File: src/rtl/mem_port_arbiter_if.sv
// Bundle of the fetch, LSU and memory-side signals of mem_port_arbiter.
// The arbiter uses the slave modport; the requesters and memory model use master.
interface mem_port_arbiter_if #(
  parameter int ADDR_W = 64
);
  // Handshake: *_req_i is valid and *_gnt_o is ready, so a command transfers in
  // any cycle where both are high. An ungranted requester holds req and payload
  // stable or drops req. Read responses (*_rvalid_o) cannot be back-pressured.
  logic              i_req_i;
  logic [ADDR_W-1:0] i_addr_i;
  logic              i_gnt_o;
  logic              i_rvalid_o;
  logic [31:0]       i_rdata_o;

  logic              d_req_i;
  logic              d_we_i;
  logic [7:0]        d_be_i;
  logic [ADDR_W-1:0] d_addr_i;
  logic [63:0]       d_wdata_i;
  logic              d_gnt_o;
  logic              d_rvalid_o;
  logic [63:0]       d_rdata_o;

  logic              m_req_o;
  logic              m_we_o;
  logic [7:0]        m_be_o;
  logic [ADDR_W-1:0] m_addr_o;
  logic [63:0]       m_wdata_o;
  logic [63:0]       m_rdata_i;

  modport slave (
    input  i_req_i, i_addr_i,
    input  d_req_i, d_we_i, d_be_i, d_addr_i, d_wdata_i,
    input  m_rdata_i,
    output i_gnt_o, i_rvalid_o, i_rdata_o,
    output d_gnt_o, d_rvalid_o, d_rdata_o,
    output m_req_o, m_we_o, m_be_o, m_addr_o, m_wdata_o
  );

  modport master (
    output i_req_i, i_addr_i,
    output d_req_i, d_we_i, d_be_i, d_addr_i, d_wdata_i,
    output m_rdata_i,
    input  i_gnt_o, i_rvalid_o, i_rdata_o,
    input  d_gnt_o, d_rvalid_o, d_rdata_o,
    input  m_req_o, m_we_o, m_be_o, m_addr_o, m_wdata_o
  );
endinterface

File: src/rtl/mem_port_arbiter.sv
// Fetch/LSU arbiter for a single-ported memory with a latency-matched read tag pipe.
// Define MEM_ARB_STARVE_GUARD_EN to add the fetch starvation guard.
module mem_port_arbiter #(
  parameter int ADDR_W     = 64,
  parameter int MEM_LAT    = 1,
  parameter int STARVE_MAX = 4
) (
  input logic               clk,
  input logic               rst_n,
  mem_port_arbiter_if.slave bus
);

  typedef struct packed {
    logic valid;
    logic own_i;
    logic hi;
  } tag_t;

  logic              i_gnt;
  logic              d_gnt;
  logic              force_i;
  logic              m_req;
  logic              m_we;
  logic [7:0]        m_be;
  logic [ADDR_W-1:0] m_addr;
  logic [63:0]       m_wdata;
  tag_t              tags [MEM_LAT];
  tag_t              tail;

`ifdef MEM_ARB_STARVE_GUARD_EN
  logic [3:0] starve_cnt;

  // Counts D grants taken while fetch is waiting; at the limit fetch wins once.
  assign force_i = bus.i_req_i && (starve_cnt == 4'(STARVE_MAX));

  always_ff @(posedge clk or negedge rst_n) begin
    if (!rst_n) begin
      starve_cnt <= 4'd0;
    end else if (!bus.i_req_i || i_gnt) begin
      starve_cnt <= 4'd0;
    end else if (d_gnt) begin
      starve_cnt <= starve_cnt + 4'd1;
    end
  end
`else
  logic unused_starve_max;

  assign force_i           = 1'b0;
  assign unused_starve_max = ^4'(STARVE_MAX);
`endif

  // Grants are held low during reset so stall sources stay quiet.
  always_comb begin
    i_gnt = 1'b0;
    d_gnt = 1'b0;
    if (rst_n) begin
      if (bus.d_req_i && !force_i) begin
        d_gnt = 1'b1;
      end else if (bus.i_req_i) begin
        i_gnt = 1'b1;
      end
    end
  end

  always_comb begin
    m_we    = 1'b0;
    m_be    = 8'h00;
    m_addr  = '0;
    m_wdata = 64'h0;
    if (d_gnt) begin
      m_we    = bus.d_we_i;
      m_be    = bus.d_be_i;
      m_addr  = bus.d_addr_i;
      m_wdata = bus.d_wdata_i;
    end else if (i_gnt) begin
      m_be   = 8'hFF;
      m_addr = bus.i_addr_i;
    end
  end

  assign m_req = i_gnt | d_gnt;

  always_ff @(posedge clk or negedge rst_n) begin
    if (!rst_n) begin
      for (int s = 0; s < MEM_LAT; s++) begin
        tags[s] <= '0;
      end
    end else begin
      tags[0] <= '{valid: m_req & ~m_we, own_i: i_gnt, hi: m_addr[2]};
      for (int s = 1; s < MEM_LAT; s++) begin
        tags[s] <= tags[s-1];
      end
    end
  end

  // Read data is forced to zero whenever no response is being delivered.
  assign tail           = tags[MEM_LAT-1];
  assign bus.i_rvalid_o = tail.valid & tail.own_i;
  assign bus.d_rvalid_o = tail.valid & ~tail.own_i;
  assign bus.i_rdata_o  = !bus.i_rvalid_o ? 32'h0 :
                          (tail.hi ? bus.m_rdata_i[63:32] : bus.m_rdata_i[31:0]);
  assign bus.d_rdata_o  = bus.d_rvalid_o ? bus.m_rdata_i : 64'h0;

  assign bus.i_gnt_o   = i_gnt;
  assign bus.d_gnt_o   = d_gnt;
  assign bus.m_req_o   = m_req;
  assign bus.m_we_o    = m_we;
  assign bus.m_be_o    = m_be;
  assign bus.m_addr_o  = m_addr;
  assign bus.m_wdata_o = m_wdata;

endmodule

File: src/flat_wrapper.sv
// flat-port wrapper written by rule: the top's interface ports become plain ports
module mem_port_arbiter_flat 
#(
  parameter int ADDR_W     = 64,
  parameter int MEM_LAT    = 1,
  parameter int STARVE_MAX = 4
)
  (clk, rst_n, bus_i_req_i, bus_i_addr_i, bus_d_req_i, bus_d_we_i, bus_d_be_i, bus_d_addr_i, bus_d_wdata_i, bus_m_rdata_i, bus_i_gnt_o, bus_i_rvalid_o, bus_i_rdata_o, bus_d_gnt_o, bus_d_rvalid_o, bus_d_rdata_o, bus_m_req_o, bus_m_we_o, bus_m_be_o, bus_m_addr_o, bus_m_wdata_o);
  mem_port_arbiter_if #(.ADDR_W(ADDR_W)) bus_i ();
  input logic clk;
  input logic rst_n;
  input wire logic [$bits(bus_i.i_req_i)-1:0] bus_i_req_i;
  input wire logic [$bits(bus_i.i_addr_i)-1:0] bus_i_addr_i;
  input wire logic [$bits(bus_i.d_req_i)-1:0] bus_d_req_i;
  input wire logic [$bits(bus_i.d_we_i)-1:0] bus_d_we_i;
  input wire logic [$bits(bus_i.d_be_i)-1:0] bus_d_be_i;
  input wire logic [$bits(bus_i.d_addr_i)-1:0] bus_d_addr_i;
  input wire logic [$bits(bus_i.d_wdata_i)-1:0] bus_d_wdata_i;
  input wire logic [$bits(bus_i.m_rdata_i)-1:0] bus_m_rdata_i;
  output wire logic [$bits(bus_i.i_gnt_o)-1:0] bus_i_gnt_o;
  output wire logic [$bits(bus_i.i_rvalid_o)-1:0] bus_i_rvalid_o;
  output wire logic [$bits(bus_i.i_rdata_o)-1:0] bus_i_rdata_o;
  output wire logic [$bits(bus_i.d_gnt_o)-1:0] bus_d_gnt_o;
  output wire logic [$bits(bus_i.d_rvalid_o)-1:0] bus_d_rvalid_o;
  output wire logic [$bits(bus_i.d_rdata_o)-1:0] bus_d_rdata_o;
  output wire logic [$bits(bus_i.m_req_o)-1:0] bus_m_req_o;
  output wire logic [$bits(bus_i.m_we_o)-1:0] bus_m_we_o;
  output wire logic [$bits(bus_i.m_be_o)-1:0] bus_m_be_o;
  output wire logic [$bits(bus_i.m_addr_o)-1:0] bus_m_addr_o;
  output wire logic [$bits(bus_i.m_wdata_o)-1:0] bus_m_wdata_o;
  assign bus_i.i_req_i = bus_i_req_i;
  assign bus_i.i_addr_i = bus_i_addr_i;
  assign bus_i.d_req_i = bus_d_req_i;
  assign bus_i.d_we_i = bus_d_we_i;
  assign bus_i.d_be_i = bus_d_be_i;
  assign bus_i.d_addr_i = bus_d_addr_i;
  assign bus_i.d_wdata_i = bus_d_wdata_i;
  assign bus_i.m_rdata_i = bus_m_rdata_i;
  assign bus_i_gnt_o = bus_i.i_gnt_o;
  assign bus_i_rvalid_o = bus_i.i_rvalid_o;
  assign bus_i_rdata_o = bus_i.i_rdata_o;
  assign bus_d_gnt_o = bus_i.d_gnt_o;
  assign bus_d_rvalid_o = bus_i.d_rvalid_o;
  assign bus_d_rdata_o = bus_i.d_rdata_o;
  assign bus_m_req_o = bus_i.m_req_o;
  assign bus_m_we_o = bus_i.m_we_o;
  assign bus_m_be_o = bus_i.m_be_o;
  assign bus_m_addr_o = bus_i.m_addr_o;
  assign bus_m_wdata_o = bus_i.m_wdata_o;
  mem_port_arbiter #(.ADDR_W(ADDR_W), .MEM_LAT(MEM_LAT), .STARVE_MAX(STARVE_MAX)) u_core (.clk(clk), .rst_n(rst_n), .bus(bus_i));
endmodule
File: config.mk
export PLATFORM = sky130hd
export DESIGN_NAME = mem_port_arbiter_flat
export DESIGN_NICKNAME = d
export VERILOG_FILES = /design/src/rtl/mem_port_arbiter_if.sv /design/src/rtl/mem_port_arbiter.sv /design/src/flat_wrapper.sv
export SDC_FILE = /design/constraint.sdc
export NUM_CORES = 1
export LEC_CHECK = 0
export ABC_AREA = 1
export CORE_AREA = 5 5 196 198
export CTS_CLUSTER_SIZE = 14
export DETAILED_ROUTE_END_ITERATION = 12
export DIE_AREA = 0 0 201 203
export PLACE_DENSITY_LB_ADDON = 0.05
export SLEW_MARGIN = 5
export SYNTH_ARGS = -nofsm -noshare
export SYNTH_HDL_FRONTEND = slang
export SYNTH_SLANG_ARGS = --single-unit
File: constraint.sdc
create_clock -name clk -period 3.19 [get_ports clk]
set_input_delay 0.7975 -clock clk [delete_from_list [all_inputs] [get_ports clk]]
set_output_delay 0.7975 -clock clk [all_outputs]
set_load 0.005 [all_outputs]
## After elaboration in Yosys (flattened, before gate mapping)

Index checks and enable logic that the tools add are counted.

| operators by class | value |
|---|---|
| muxes and demuxes | 14 |
| bitwise gates (word level) | 6 |

Operator list:

| kind | number |
|---|---|
| two-way mux 64 bit | 4 |
| two-way mux 32 bit | 2 |
| two-way mux 8 bit | 2 |
| two-way mux 1 bit | 6 |
| bitwise AND 1 bit | 3 |
| inverter 1 bit | 2 |
| bitwise OR 1 bit | 1 |

| storage, ports and cells | value |
|---|---|
| input port bits | 269 |
| word-level logic and storage cells | 23 |
| flip-flop bits (word level) | 3 |
| output and inout port bits | 238 |

## Depth between registers and ports, before layout

Gate-level depths: netlist of run 1.

| logic depth | value |
|---|---|
| word-level depth | 5 |
| gate-level depth with buffers | 6 |
| depth with buffers taken out | 4 |

## Worst setup path before layout of run 1

No wires, ideal clock.

| timing path | value |
|---|---|
| path kind | input port to output port |
| start point | input rst_n |
| end point | output bus_m_addr_o[33] |
| data required time | 2,393 ps |
| stages on the path | 5 |
| setup slack | 1,016 ps |
| buffers on the path | 3 |
| arrival | 1,376 ps |
| path through | buf_4 > buf_4 > buf_4 > nand4_1 > nand2_1 |

| on the way | value |
|---|---|
| word-level cells in the longest chain between the ends | 3 |
| elaborated cells between the ends (all ways) | 4 |
| classes of those cells | mux: 4 |

Ends and longest elaborated chain:

| what | RTL line | text |
|---|---|---|
| start, declared | flat_wrapper.sv:11 | `input logic rst_n;` |
| two-way mux 1 bit | mem_port_arbiter.sv:56 | `if (rst_n) begin` |
| two-way mux 64 bit | mem_port_arbiter.sv:75 | `end else if (i_gnt) begin` |
| two-way mux 64 bit * | mem_port_arbiter.sv:70 | `if (d_gnt) begin` |
| end, declared | flat_wrapper.sv:29 | `output wire logic [$bits(bus_i.m_addr_o)-1:0] bus_m_addr_o;` |

Mark *: on every way between the ends. The rest lies on a longest branch, timed or not.

## Final worst setup path of run 1

| timing path | value |
|---|---|
| start point | input bus_d_req_i |
| end point | output bus_m_wdata_o[2] |

| on the way | value |
|---|---|
| word-level cells in the longest chain between the ends | 3 |

Ends and longest elaborated chain:

| what | RTL line | text |
|---|---|---|
| start, declared | flat_wrapper.sv:14 | `input wire logic [$bits(bus_i.d_req_i)-1:0] bus_d_req_i;` |
| two-way mux 1 bit | mem_port_arbiter.sv:57 | `if (bus.d_req_i && !force_i) begin` |
| two-way mux 1 bit | mem_port_arbiter.sv:56 |  |
| two-way mux 64 bit | mem_port_arbiter.sv:70 |  |
| end, declared | flat_wrapper.sv:30 | `output wire logic [$bits(bus_i.m_wdata_o)-1:0] bus_m_wdata_o;` |

Every way passes these cells.

==> results by stage, run 1 <==
Outcome:
- The run finished with clean final reports.

Routing:
- The final routed wire length divided by cell count is 16.8 um.
- The first detailed-routing pass ran for 7 iterations.
- The final routed wirelength across all metal layers is approximately 27000 um.
- In the routed layout, each cell is associated on average with a via count of 3.46.
- In this run, the number of DRC markers left after iteration 0 of detailed routing was 164.
- For this block, the via count after detailed routing is 5616.
- The number of design rule violations left after detail routing is 0.
- Once detail routing completed, the nets flagged for antenna violations numbered 0.

Global route:
- In the global route stage, overall resource usage came out at 0.124.
- The met1 usage in global routing is 0.130.
- The pin count of the biggest net entering global routing is 50.
- The via count of the first global-routing pass was between 5000 and 6000.
- The global routing met3 resource utilization is 0.0412.
- The fraction of met2 tracks used by global routing is 0.248.
- The initial antenna violation count is 1.
- Summed over all layers, the global routing overflow is 0.
- The layer flagged by global routing as most heavily used is met2.
- The first global-routing pass estimated 39200 um of wire.

Final layout:
- The final layout contains 1423 nets.
- The final cell area excluding filler cells is just under 9000 sq um.
- The number of flip-flops under the largest register name is 3.
- The area growth from synthesis to layout is 194%.
- The diode insertion count for antenna repair is 0.
- The fraction of final layout cells with drive strength greater than 1 is 0.0815.
- In the final layout, the registers with the most flip-flops are u_core.tags (3).
- The register ranked first by flip-flop count is u_core.tags.
- Counting the fill cells in the layout gives about 4100.

Clock network:
- The cell sitting at the root of the clock tree is a sky130_fd_sc_hd__clkbuf_16.
- TritonCTS created 3 clock buffers.
- The depth of the CTS H-tree is 1.
- Clock-pin slew was measured on the worst setup and hold paths at 0.03 ns.
- The clock sink count is 3.
- The TritonCTS clock tree is built.
- The number of buffers on the longest clock path is 2.
- Once the clock tree was built, the setup fixing pass inserted 0 buffers.

Worst setup path:
- Data on the critical path is required at its endpoint by 2.39 ns.
- STA puts the critical path data arrival time at 2.27 ns.
- The largest fanout on the critical path is 22.
- The critical path startpoint category is an input port.
- The type of element capturing the critical path is an output port.
- The worst setup path is of the in -> out kind.

Floorplan:
- The initial utilization of the core area, before any placement, comes to 0.0819.
- The die outline height is a little over 200 um.
- The width of the die is between 200 and 250 um.
- The region available for standard cell placement spans 36300 sq um.
- The number of I/O pins is 507.
- The overall die area is 40800 sq um.
- In this run the core area contains 70 standard-cell rows.

Power:
- The leakage dissipation is 0.00397 uW.
- The maximum vdd drop is 0.106 mV.
- The power per unit of standard cell area is 145 nW/um^2.

Timing:
- Setup repair after global routing left no endpoint under its margin.
- The final setup violation count is 0.
- The upper clock frequency limit is 326 MHz.
- Hold timing on the final database bottoms out at a slack of 0.676 ns.
- The actual slew at the worst max-slew pin is 0.599 ns.
- The number of pins with negative max-slew slack in the final report came to 0.
- The number of hold-slack violations in the final timing report is 0.
- The final critical-path share of the clock period is 0.962.
- The setup total negative slack is 0 ns.
- The normalized max-slew margin is 0.600.
- The routed design could run at a clock period as short as between 3 and 4 ns.

Placed design:
- At the end of routability-driven placement, the weighted congestion stood at 0.835.
- The placed instances occupy a cell area of 8680 sq um.
- Buffers placed on the I/O ports in this run total 506.
- The wire-length estimate of the detail-placed layout is 23500 um.

Job:
- The number of maximum-capacitance violations is 0.

Logic synthesis:
- The number of enable flip-flop cells after synthesis is 0.
- The synthesis warning total is 0.
- In this run, synthesis produced a sequential element count of 3.
- The cell type contributing the most total cell area after synthesis is sky130_fd_sc_hd__nand2_1.
- The synthesized netlist cell count is 663.
- The cell with the most instances after synthesis is sky130_fd_sc_hd__nand2_1.
- For this run, the leading register cell type out of synthesis is sky130_fd_sc_hd__dfrtp_1.
- The number of different library cells used by synthesis comes to 16.
- The post-synthesis async set-or-reset flop share is 1.00.
- The portion of synthesized cell area occupied by the leading cell type is 0.267.
- Ranked by instance count, the synthesized netlist is headed by 212 x sky130_fd_sc_hd__nand2_1, 142 x sky130_fd_sc_hd__nor2_1, 133 x sky130_fd_sc_hd__inv_1.
- The average footprint of a synthesized cell is approximately 4.5 sq um.
- The synthesized area is 2980 sq um.
- In the post-synthesis netlist, the biggest area contributors are sky130_fd_sc_hd__nand2_1 27%, sky130_fd_sc_hd__nor2_1 18%, sky130_fd_sc_hd__inv_1 17%.
- The post-synthesis sequential area ratio is 0.0252.
- The total nets after synthesis is 932.

Hold path:
- The min-delay analysis places its worst path in the category in -> async.
## layout by cell type (no fill, tap or decap), drive strengths merged
master         Yosys  layout
clkdlybuf4s50      0     503
nand4             64      64
buf               50      34
nand2            213     213
dlygate4sd2        0       1
nand3              2       2
clkbuf             2       4
inv              136     136
nor2             193     193
dfrtp              3       3
## critical path: stages
cell                              delay (ns)
sky130_fd_sc_hd__dlygate4sd2_1          0.33
sky130_fd_sc_hd__nand2_4                0.08
sky130_fd_sc_hd__buf_4                  0.18
sky130_fd_sc_hd__buf_12                 0.16
sky130_fd_sc_hd__nor2_1                 0.17
sky130_fd_sc_hd__clkdlybuf4s50_1        0.53
## layer usage
layer | up-vias | wire [um]
met2 | 249 | 14700
li1 | 2918 | -
met5 | - | 13
met4 | 2 | 142
met1 | 2437 | 10100
met3 | 10 | 2320
## cell families after synthesis
family / after synthesis / synth area share
AND/OR/NAND/NOR: 472 / 0.695
buffers and inverters: 188 / 0.280
flip-flops: 3 / 0.0252
## final timing paths
kind,from,to,slack [ns],cells after the start
min in group clk,bus_i_req_i,u_core.tags[1]$_DFF_PN0_,0.97,3
min,rst_n,u_core.tags[1]$_DFF_PN0_,0.68,2
max in group asynchronous,rst_n,u_core.tags[0]$_DFF_PN0_,2.30,2
max,bus_d_req_i,bus_m_wdata_o[2],0.12,6
## report_power, final
part | total [uW] | internal [uW] | leakage, uW | switching [uW]
clock | 199 | 165 | 0.0000382 | 33.7
sequential | 45.8 | 40.7 | 0.0000375 | 5.10
combinational | 1020 | 639 | 0.00390 | 384
## repair_timing
action / CTS / global route
hold buffers: 0 / 0
gates resized for setup: 2 / 0
endpoints found under the setup margin: 134 / 0
## per-stage QoR
| step | utilization | cells | total power [uW] | worst slack, ns |
|---|---|---|---|---|
| final | 0.241 | 1621 | 1270 | 0.122 |
| after global routing | 0.241 | 1621 | 1370 | 0.0451 |
| after CTS | 0.241 | 1621 | 1300 | 0.118 |
| after detailed placement | 0.239 | 1617 | 1090 | -0.146 |
| after global placement | 0.239 | 1617 | 1100 | -0.116 |
| after floorplan | - | 663 | 335 | 1.02 |
## cell type report
class	count	area, sq um	share of cell area
Timing Repair Buffer	538	5430	0.620
Sequential cell	3	76.3	0.00871
Tap cell	468	586	0.0668
Clock buffer	4	78.8	0.00900
Multi-Input combinational cell	472	2070	0.237
Inverter	136	515	0.0588
Power figures use the tool's default switching activity.
==> run 2, diff against run 1 <==
--- a/config.mk
+++ b/config.mk
@@ -6,11 +6,13 @@
 export NUM_CORES = 1
 export LEC_CHECK = 0
 export ABC_AREA = 1
+export CAP_MARGIN = 20
 export CORE_AREA = 5 5 196 198
 export CTS_CLUSTER_SIZE = 14
 export DETAILED_ROUTE_END_ITERATION = 12
 export DIE_AREA = 0 0 201 203
 export PLACE_DENSITY_LB_ADDON = 0.05
+export RECOVER_POWER = 25
 export SLEW_MARGIN = 5
 export SYNTH_ARGS = -nofsm -noshare
 export SYNTH_HDL_FRONTEND = slang
==> run 2 against run 1 <==
  * Setup slack improved by 0.0014 ns
  * Wire length about the same
  * Sequential share of layout area is essentially flat
  * Critical path type unchanged
  * Largest power group unchanged
==> results by stage, run 2 (synthesis results as in run 1) <==
Floorplan:
- The die outline height was 203 um (unchanged).
- The number of I/O pins came to 507 (unchanged).
- The number of core rows is 70 (unchanged).
- The core area came to 36300 sq um (unchanged).
- The initial cell density of the core is 0.0819 (unchanged).
- The width of the die came to 201 um (unchanged).
- The overall die area was 40800 sq um (unchanged).

Outcome:
- Outcome: complete, no violations (unchanged).

Final layout:
- Most used cells in the layout excluding fill and tap cells: 450 x sky130_fd_sc_hd__clkdlybuf4s50_1, 212 x sky130_fd_sc_hd__nand2_1, 142 x sky130_fd_sc_hd__nor2_1 (was 503 x sky130_fd_sc_hd__clkdlybuf4s50_1, 212 x sky130_fd_sc_hd__nand2_1, 142 x sky130_fd_sc_hd__nor2_1).
- The register ranked first by flip-flop count is u_core.tags (unchanged).
- The area of the multi-input gates is 2070 sq um (unchanged).
- The signed area change from the synthesized netlist to the final layout is 194% (about the same).
- The post-layout net count is 1423 (unchanged).
- The area of all sequential standard cells is 76.3 sq um (unchanged).
- The number of flip-flops under the largest register name was 3 (unchanged).
- The most common library cell in the layout ignoring fill and taps is sky130_fd_sc_hd__clkdlybuf4s50_1 (unchanged).
- The diode insertion count for antenna repair is 0 (unchanged).
- The fraction of final layout cells with drive strength greater than 1 is 0.0815 (unchanged).
- Largest registers in the final layout: u_core.tags (3) (unchanged).
- The layout filler cell count is 4118 (was 4119).

Worst setup path:
- The largest fanout on the critical path came to 22 (unchanged).
- The worst setup path category is in -> out (unchanged).
- The data required time at the worst endpoint is 2.39 ns (about the same).
- The critical path startpoint category is an input port (unchanged).
- The data arrival time of the worst path is 2.27 ns (about the same).
- The type of element capturing the critical path is an output port (unchanged).

Clock network:
- The TritonCTS clock tree is built (unchanged).
- The clock input transition at the sequential cells of the worst setup and hold paths is 0.03 ns (about the same).
- The depth of the CTS H-tree was 1 (unchanged).
- The library cell used as clock root buffer is sky130_fd_sc_hd__clkbuf_16 (unchanged).
- The clock sink count is 3 (unchanged).
- The number of buffers added by the clock tree synthesis step came to 3 (unchanged).
- The number of buffers on the longest clock path came to 2 (unchanged).

Placed design:
- The number of port buffers is 506 (unchanged).
- The placer congestion estimate is 0.835 (unchanged).
- The HPWL after detailed placement is 23500 um (unchanged).

Timing:
- Setup repair after global routing missed its margin: false (unchanged).
- The normalized max-slew margin was 0.442 (was 0.600).
- The upper clock frequency limit came to 326 MHz (about the same).
- The minimum period implied by the final worst setup slack is 3.07 ns (about the same).
- The final hold slack is 0.677 ns (was 0.676 ns).
- The final critical-path share of the clock period was 0.961 (was 0.962).
- The actual slew at the worst max-slew pin is 0.837 ns (was 0.599 ns).
- The number of pins with negative max-slew slack in the final report is 0 (unchanged).
- The number of hold-slack violations in the final timing report is 0 (unchanged).
- The final setup violation count was 0 (unchanged).

Global route:
- The total global-route track usage came to 0.124 (unchanged).
- The total overflow reported by the global router was 0 (unchanged).
- The global-route wire length before repair was 39200 um (unchanged).
- The initial antenna violation count came to 1 (unchanged).
- The pin count of the biggest net entering global routing came to 50 (unchanged).
- The via count of the first global-routing pass is 5935 (unchanged).

Routing:
- The iteration-0 DRC count of the detailed router is 148 (was 164).
- The first-pass iteration count of the detailed router is 6 (was 7).
- The total via count after detailed routing is 5602 (was 5616).
- The final routed wire length divided by cell count is 16.8 um (about the same).
- The final routed wirelength across all metal layers is 27200 um (about the same).
- The number of antenna-violating nets in the routed design is 0 (unchanged).
- The number of vias per cell after detailed routing is 3.46 (about the same).
- The number of design rule violations left after detail routing is 0 (unchanged).

Power:
- The final total power came to 1250 uW (was 1270 uW).
- The maximum vdd drop is 0.106 mV (about the same).
- The leakage dissipation is 0.00411 uW (was 0.00397 uW).
- The power per unit of standard cell area was 143 nW/um^2 (was 145 nW/um^2).

Hold path:
- The class of the tightest hold or removal check is in -> async (unchanged).

Job:
- The number of maximum-capacitance violations was 0 (unchanged).
[run 2: layout make-up]
type,instances,area share
sequential,3,0.00871
tap,468,0.0668
multi-input combinational,472,0.237
inverter,136,0.0588
clock buffer,4,0.00900
timing repair buffer,538,0.620
[run 2: power breakdown]
group,switching [uW],leakage [uW],internal (uW)
Combinational,383,0.00403,626
Clock,33.7,0.0000382,165
Sequential,5.07,0.0000375,40.7
[run 2: layer usage]
layer / wire length, um / part of all wire / GRT usage / up-vias
met1: 10100 / 0.37 / 0.130 / 2431
met3: 2240 / 0.082 / 0.0412 / 8
met2: 14700 / 0.54 / 0.248 / 243
met5: 13 / 0.00048 / 0 / -
li1: - / - / - / 2918
met4: 132 / 0.0048 / 0.0118 / 2
[run 2: critical path, stage by stage]
cell and delay (ns):
sky130_fd_sc_hd__dlygate4sd2_1 0.33, sky130_fd_sc_hd__nand2_4 0.08, sky130_fd_sc_hd__buf_4 0.18, sky130_fd_sc_hd__buf_12 0.16, sky130_fd_sc_hd__nor2_1 0.17, sky130_fd_sc_hd__clkdlybuf4s50_1 0.53
[run 2: metrics by stage]
step           std cells  instance area (sq um)  setup TNS, ns  setup WS, ns  utilization
2_1_floorplan        663                   2980              0          1.02            -
3_3_place_gp        1617                   8680          -3.88        -0.116        0.239
3_5_place_dp        1617                   8680          -6.78        -0.146        0.239
4_1_cts             1621                   8760              0         0.118        0.241
5_1_grt             1621                   8760              0        0.0451        0.241
6_report            1621                   8760              0         0.123        0.241
[run 2: final timing paths]
path                       slack [ns]   startpoint  depth (start not counted)                  endpoint
max                              0.12  bus_d_req_i                          6          bus_m_wdata_o[2]
min                              0.68        rst_n                          2  u_core.tags[1]$_DFF_PN0_
max in group asynchronous        2.30        rst_n                          2  u_core.tags[0]$_DFF_PN0_
min in group clk                 0.97  bus_i_req_i                          3  u_core.tags[1]$_DFF_PN0_
[run 2: repair_timing]
item / 4_1_cts / 5_1_grt
hold buffers: 0 / 0
resized for setup: 2 / 0
setup buffers: 0 / 0
setup endpoints to repair: 134 / 0
==> run 3, diff against run 2 <==
--- a/config.mk
+++ b/config.mk
@@ -7,10 +7,10 @@
 export LEC_CHECK = 0
 export ABC_AREA = 1
 export CAP_MARGIN = 20
-export CORE_AREA = 5 5 196 198
+export CORE_AREA = 5 5 197 199
 export CTS_CLUSTER_SIZE = 14
 export DETAILED_ROUTE_END_ITERATION = 12
-export DIE_AREA = 0 0 201 203
+export DIE_AREA = 0 0 202 204
 export PLACE_DENSITY_LB_ADDON = 0.05
 export RECOVER_POWER = 25
 export SLEW_MARGIN = 5
==> constraint.sdc (replaced) <==
create_clock -name clk -period 2.8 [get_ports clk]
set_input_delay 0.7 -clock clk [delete_from_list [all_inputs] [get_ports clk]]
set_output_delay 0.7 -clock clk [all_outputs]
set_load 0.005 [all_outputs]
==> run 3 against run 2 <==
  * Die area grew 0.99%
  * Setup slack lost 0.082 ns
  * Highest routed layer is now met4
  * Cell count grew 0.80%
  * Utilization grew 0.053 points
  * Critical path depth grew 1
  * Wire length shrank 1.5%
  * Sequential share of layout area is essentially flat
  * First-iteration DRC count shrank 20%
==> results by stage, run 3 (synthesis results as in run 1) <==
Worst setup path:
- The slowest cell on the critical path was sky130_fd_sc_hd__clkdlybuf4s50_1 (unchanged).
- The type of element capturing the critical path was an output port (unchanged).
- The stage delay of the slowest cell on the critical path is 0.51 ns (was 0.53 ns).
- The worst setup path category is in -> out (unchanged).
- Ordered cell list for the critical path: clkdlybuf4s15_2 -> inv_4 -> buf_4 -> buf_12 -> nand4_1 -> nand2_1 -> clkdlybuf4s50_1 (was dlygate4sd2_1 -> nand2_4 -> buf_4 -> buf_12 -> nor2_1 -> clkdlybuf4s50_1).
- The data arrival time of the worst path is 2.06 ns (was 2.27 ns).
- The critical path startpoint category was an input port (unchanged).
- The largest fanout on the critical path came to 8 (was 22).
- The data required time at the worst endpoint came to 2.10 ns (was 2.39 ns).

Hold path:
- The class of the tightest hold or removal check is in -> async (unchanged).

Final layout:
- The signed area change from the synthesized netlist to the final layout is 201% (was 194%).
- The register ranked first by flip-flop count is u_core.tags (unchanged).
- The most common library cell in the layout ignoring fill and taps was sky130_fd_sc_hd__clkdlybuf4s50_1 (unchanged).
- The final cell area excluding filler cells came to 8950 sq um (was 8760 sq um).
- Most used cells in the layout excluding fill and tap cells: 498 x sky130_fd_sc_hd__clkdlybuf4s50_1, 212 x sky130_fd_sc_hd__nand2_1, 142 x sky130_fd_sc_hd__nor2_1 (was 450 x sky130_fd_sc_hd__clkdlybuf4s50_1, 212 x sky130_fd_sc_hd__nand2_1, 142 x sky130_fd_sc_hd__nor2_1).
- The number of flip-flops under the largest register name was 3 (unchanged).
- The fraction of final layout cells with drive strength greater than 1 is 0.0864 (was 0.0815).
- The layout filler cell count is 4244 (was 4118).
- The post-layout net count came to 1428 (was 1423).
- The post-layout utilization of the core is 0.242 (was 0.241).
- Largest registers in the final layout: u_core.tags (3) (unchanged).

Clock network:
- The library cell used as clock root buffer is sky130_fd_sc_hd__clkbuf_16 (unchanged).
- The clock input transition at the sequential cells of the worst setup and hold paths is 0.03 ns (about the same).
- The number of hold-repair buffers added at the cts stage is 0 (unchanged).
- The post-CTS repair timing setup buffer count is 0 (unchanged).
- The number of buffers added by the clock tree synthesis step is 3 (unchanged).
- The number of buffers on the longest clock path is 2 (unchanged).
- The TritonCTS clock tree is built (unchanged).
- The depth of the CTS H-tree came to 1 (unchanged).
- The clock sink count is 3 (unchanged).

Timing:
- The worst setup slack after layout came to 0.0414 ns (was 0.123 ns).
- The final setup violation count is 0 (unchanged).
- The minimum period implied by the final worst setup slack is 2.76 ns.
- Setup repair after global routing missed its margin: true (was false).
- The number of pins with negative max-slew slack in the final report is 0 (unchanged).
- The number of hold-slack violations in the final timing report is 0 (unchanged).
- The final critical-path share of the clock period is 0.985.
- Based on the critical path, the design can be clocked at up to 363 MHz.
- The actual slew at the worst max-slew pin is 0.328 ns (was 0.837 ns).
- The setup total negative slack is 0 ns (unchanged).
- The normalized max-slew margin is 0.782 (was 0.442).

Routing:
- The total via count after detailed routing came to 5653 (was 5602).
- The number of vias per cell after detailed routing is 3.46 (about the same).
- The number of antenna-violating nets in the routed design is 0 (unchanged).
- The first-pass iteration count of the detailed router came to 4 (was 6).
- The final routed wirelength across all metal layers is 26800 um (was 27200 um).
- The final routed wire length divided by cell count is 16.4 um (was 16.8 um).
- The number of design rule violations left after detail routing is 0 (unchanged).
- The iteration-0 DRC count of the detailed router is 118 (was 148).

Global route:
- The total global-route track usage was 0.119 (was 0.124).
- The global-route wire length before repair is 37800 um (was 39200 um).
- The via count of the first global-routing pass is 5939 (was 5935).
- The total overflow reported by the global router is 0 (unchanged).
- The pin count of the biggest net entering global routing was 65 (was 50).
- The initial antenna violation count is 2 (was 1).

Power:
- The part of the power in the clock network is 0.153 (was 0.158).
- The switching power came to 488 uW (was 421 uW).
- The net switching share of the total power came to 0.331 (was 0.336).
- The leakage dissipation is 0.00411 uW (about the same).
- The fraction of power consumed by sequential logic is 0.033 (was 0.037).
- The combinational share of power is 0.814 (was 0.805).
- The maximum vdd drop was 0.149 mV (was 0.106 mV).
- The internal power contribution is 985 uW (was 832 uW).
- The final total power is 1470 uW (was 1250 uW).
- The power per unit of standard cell area came to 165 nW/um^2 (was 143 nW/um^2).

Floorplan:
- The initial cell density of the core is 0.0804 (was 0.0819).
- The number of core rows is 71 (was 70).
- The die outline height came to 204 um (was 203 um).
- The core area was 37000 sq um (was 36300 sq um).
- The width of the die was 202 um (was 201 um).
- The number of I/O pins is 507 (unchanged).
- The overall die area is 41200 sq um (was 40800 sq um).

Placed design:
- The setup slack at placement is -0.337 ns (was -0.146 ns).
- The placer congestion estimate came to 0.761 (was 0.835).
- The total cell area at the placement stage is 8820 sq um (was 8680 sq um).
- The number of port buffers is 506 (unchanged).
- The HPWL after detailed placement is 23000 um (was 23500 um).

Job:
- The number of maximum-capacitance violations is 0 (unchanged).

Outcome:
- Outcome: complete, no violations (unchanged).
==> run 3: cell count changes in the layout (fill, tap and decap cells not counted), moves of 2 or more <==
cell	delta
sky130_fd_sc_hd__clkdlybuf4s50_1	+48
sky130_fd_sc_hd__dlymetal6s2s_1	+4
sky130_fd_sc_hd__buf_12	+8
sky130_fd_sc_hd__diode_2	+2
sky130_fd_sc_hd__buf_4	-4
sky130_fd_sc_hd__dlygate4sd3_1	-53
==> run 3: final timing paths <==
path,slack [ns],depth (start not counted),endpoint,from
setup / recovery,0.04,7,bus_m_addr_o[26],bus_d_req_i
hold / removal,0.55,2,u_core.tags[0]$_DFF_PN0_,rst_n
max in group asynchronous,2.07,2,u_core.tags[0]$_DFF_PN0_,rst_n
min in group clk,1.08,5,u_core.tags[2]$_DFF_PN0_,bus_d_req_i
==> run 3: through the flow <==
step | cells | hold WS, ns
4_1_cts | 1631 | 0.564
6_report | 1634 | 0.551
5_1_grt | 1634 | 0.588
3_3_place_gp | 1627 | 0.801
2_1_floorplan | 663 | 0.404
3_5_place_dp | 1627 | 0.797
==> run 3: final cells by class <==
| type | instances | area (sq um) | area share |
|---|---|---|---|
| clock buffers | 4 | 78.8 | 0.00881 |
| repair buffers | 543 | 5600 | 0.626 |
| multi-input cells | 472 | 2070 | 0.232 |
| diodes | 2 | 5.00 | 0.000559 |
| well taps | 474 | 593 | 0.0663 |
| flip-flops and latches | 3 | 76.3 | 0.00853 |
| inverters | 136 | 518 | 0.0579 |
==> run 3: repair_timing <==
| action | 4_1_cts | 5_1_grt |
|---|---|---|
| setup endpoints to repair | 139 | 22 |
| gates resized for setup | 4 | 7 |
| gates cloned | 0 | 1 |
==> run 3: routing by layer <==
metal / routed length [um] / GRT usage / vias up
met4: 480 / 0.0227 / 0
met1: 9900 / 0.123 / 2423
met2: 13900 / 0.229 / 271
met3: 2510 / 0.0473 / 22
li1: - / - / 2937
met5: 0 / 0 / -
==> run 3: power groups by stage <==
stage | clock, uW | sequential (uW) | combinational, uW
floorplan | 0 | 47.6 | 334
global placement | 0 | 48.7 | 1230
detailed placement | 0 | 48.6 | 1220
CTS | 230 | 48.2 | 1230
global route | 235 | 48.4 | 1300
finish | 225 | 48.2 | 1200
==> run 3: worst max-delay path: cells and delay by family <==
kind,cells,cell delay [ns]
and+or+nand+nor,2,0.24
buffers and inverters,5,1.12
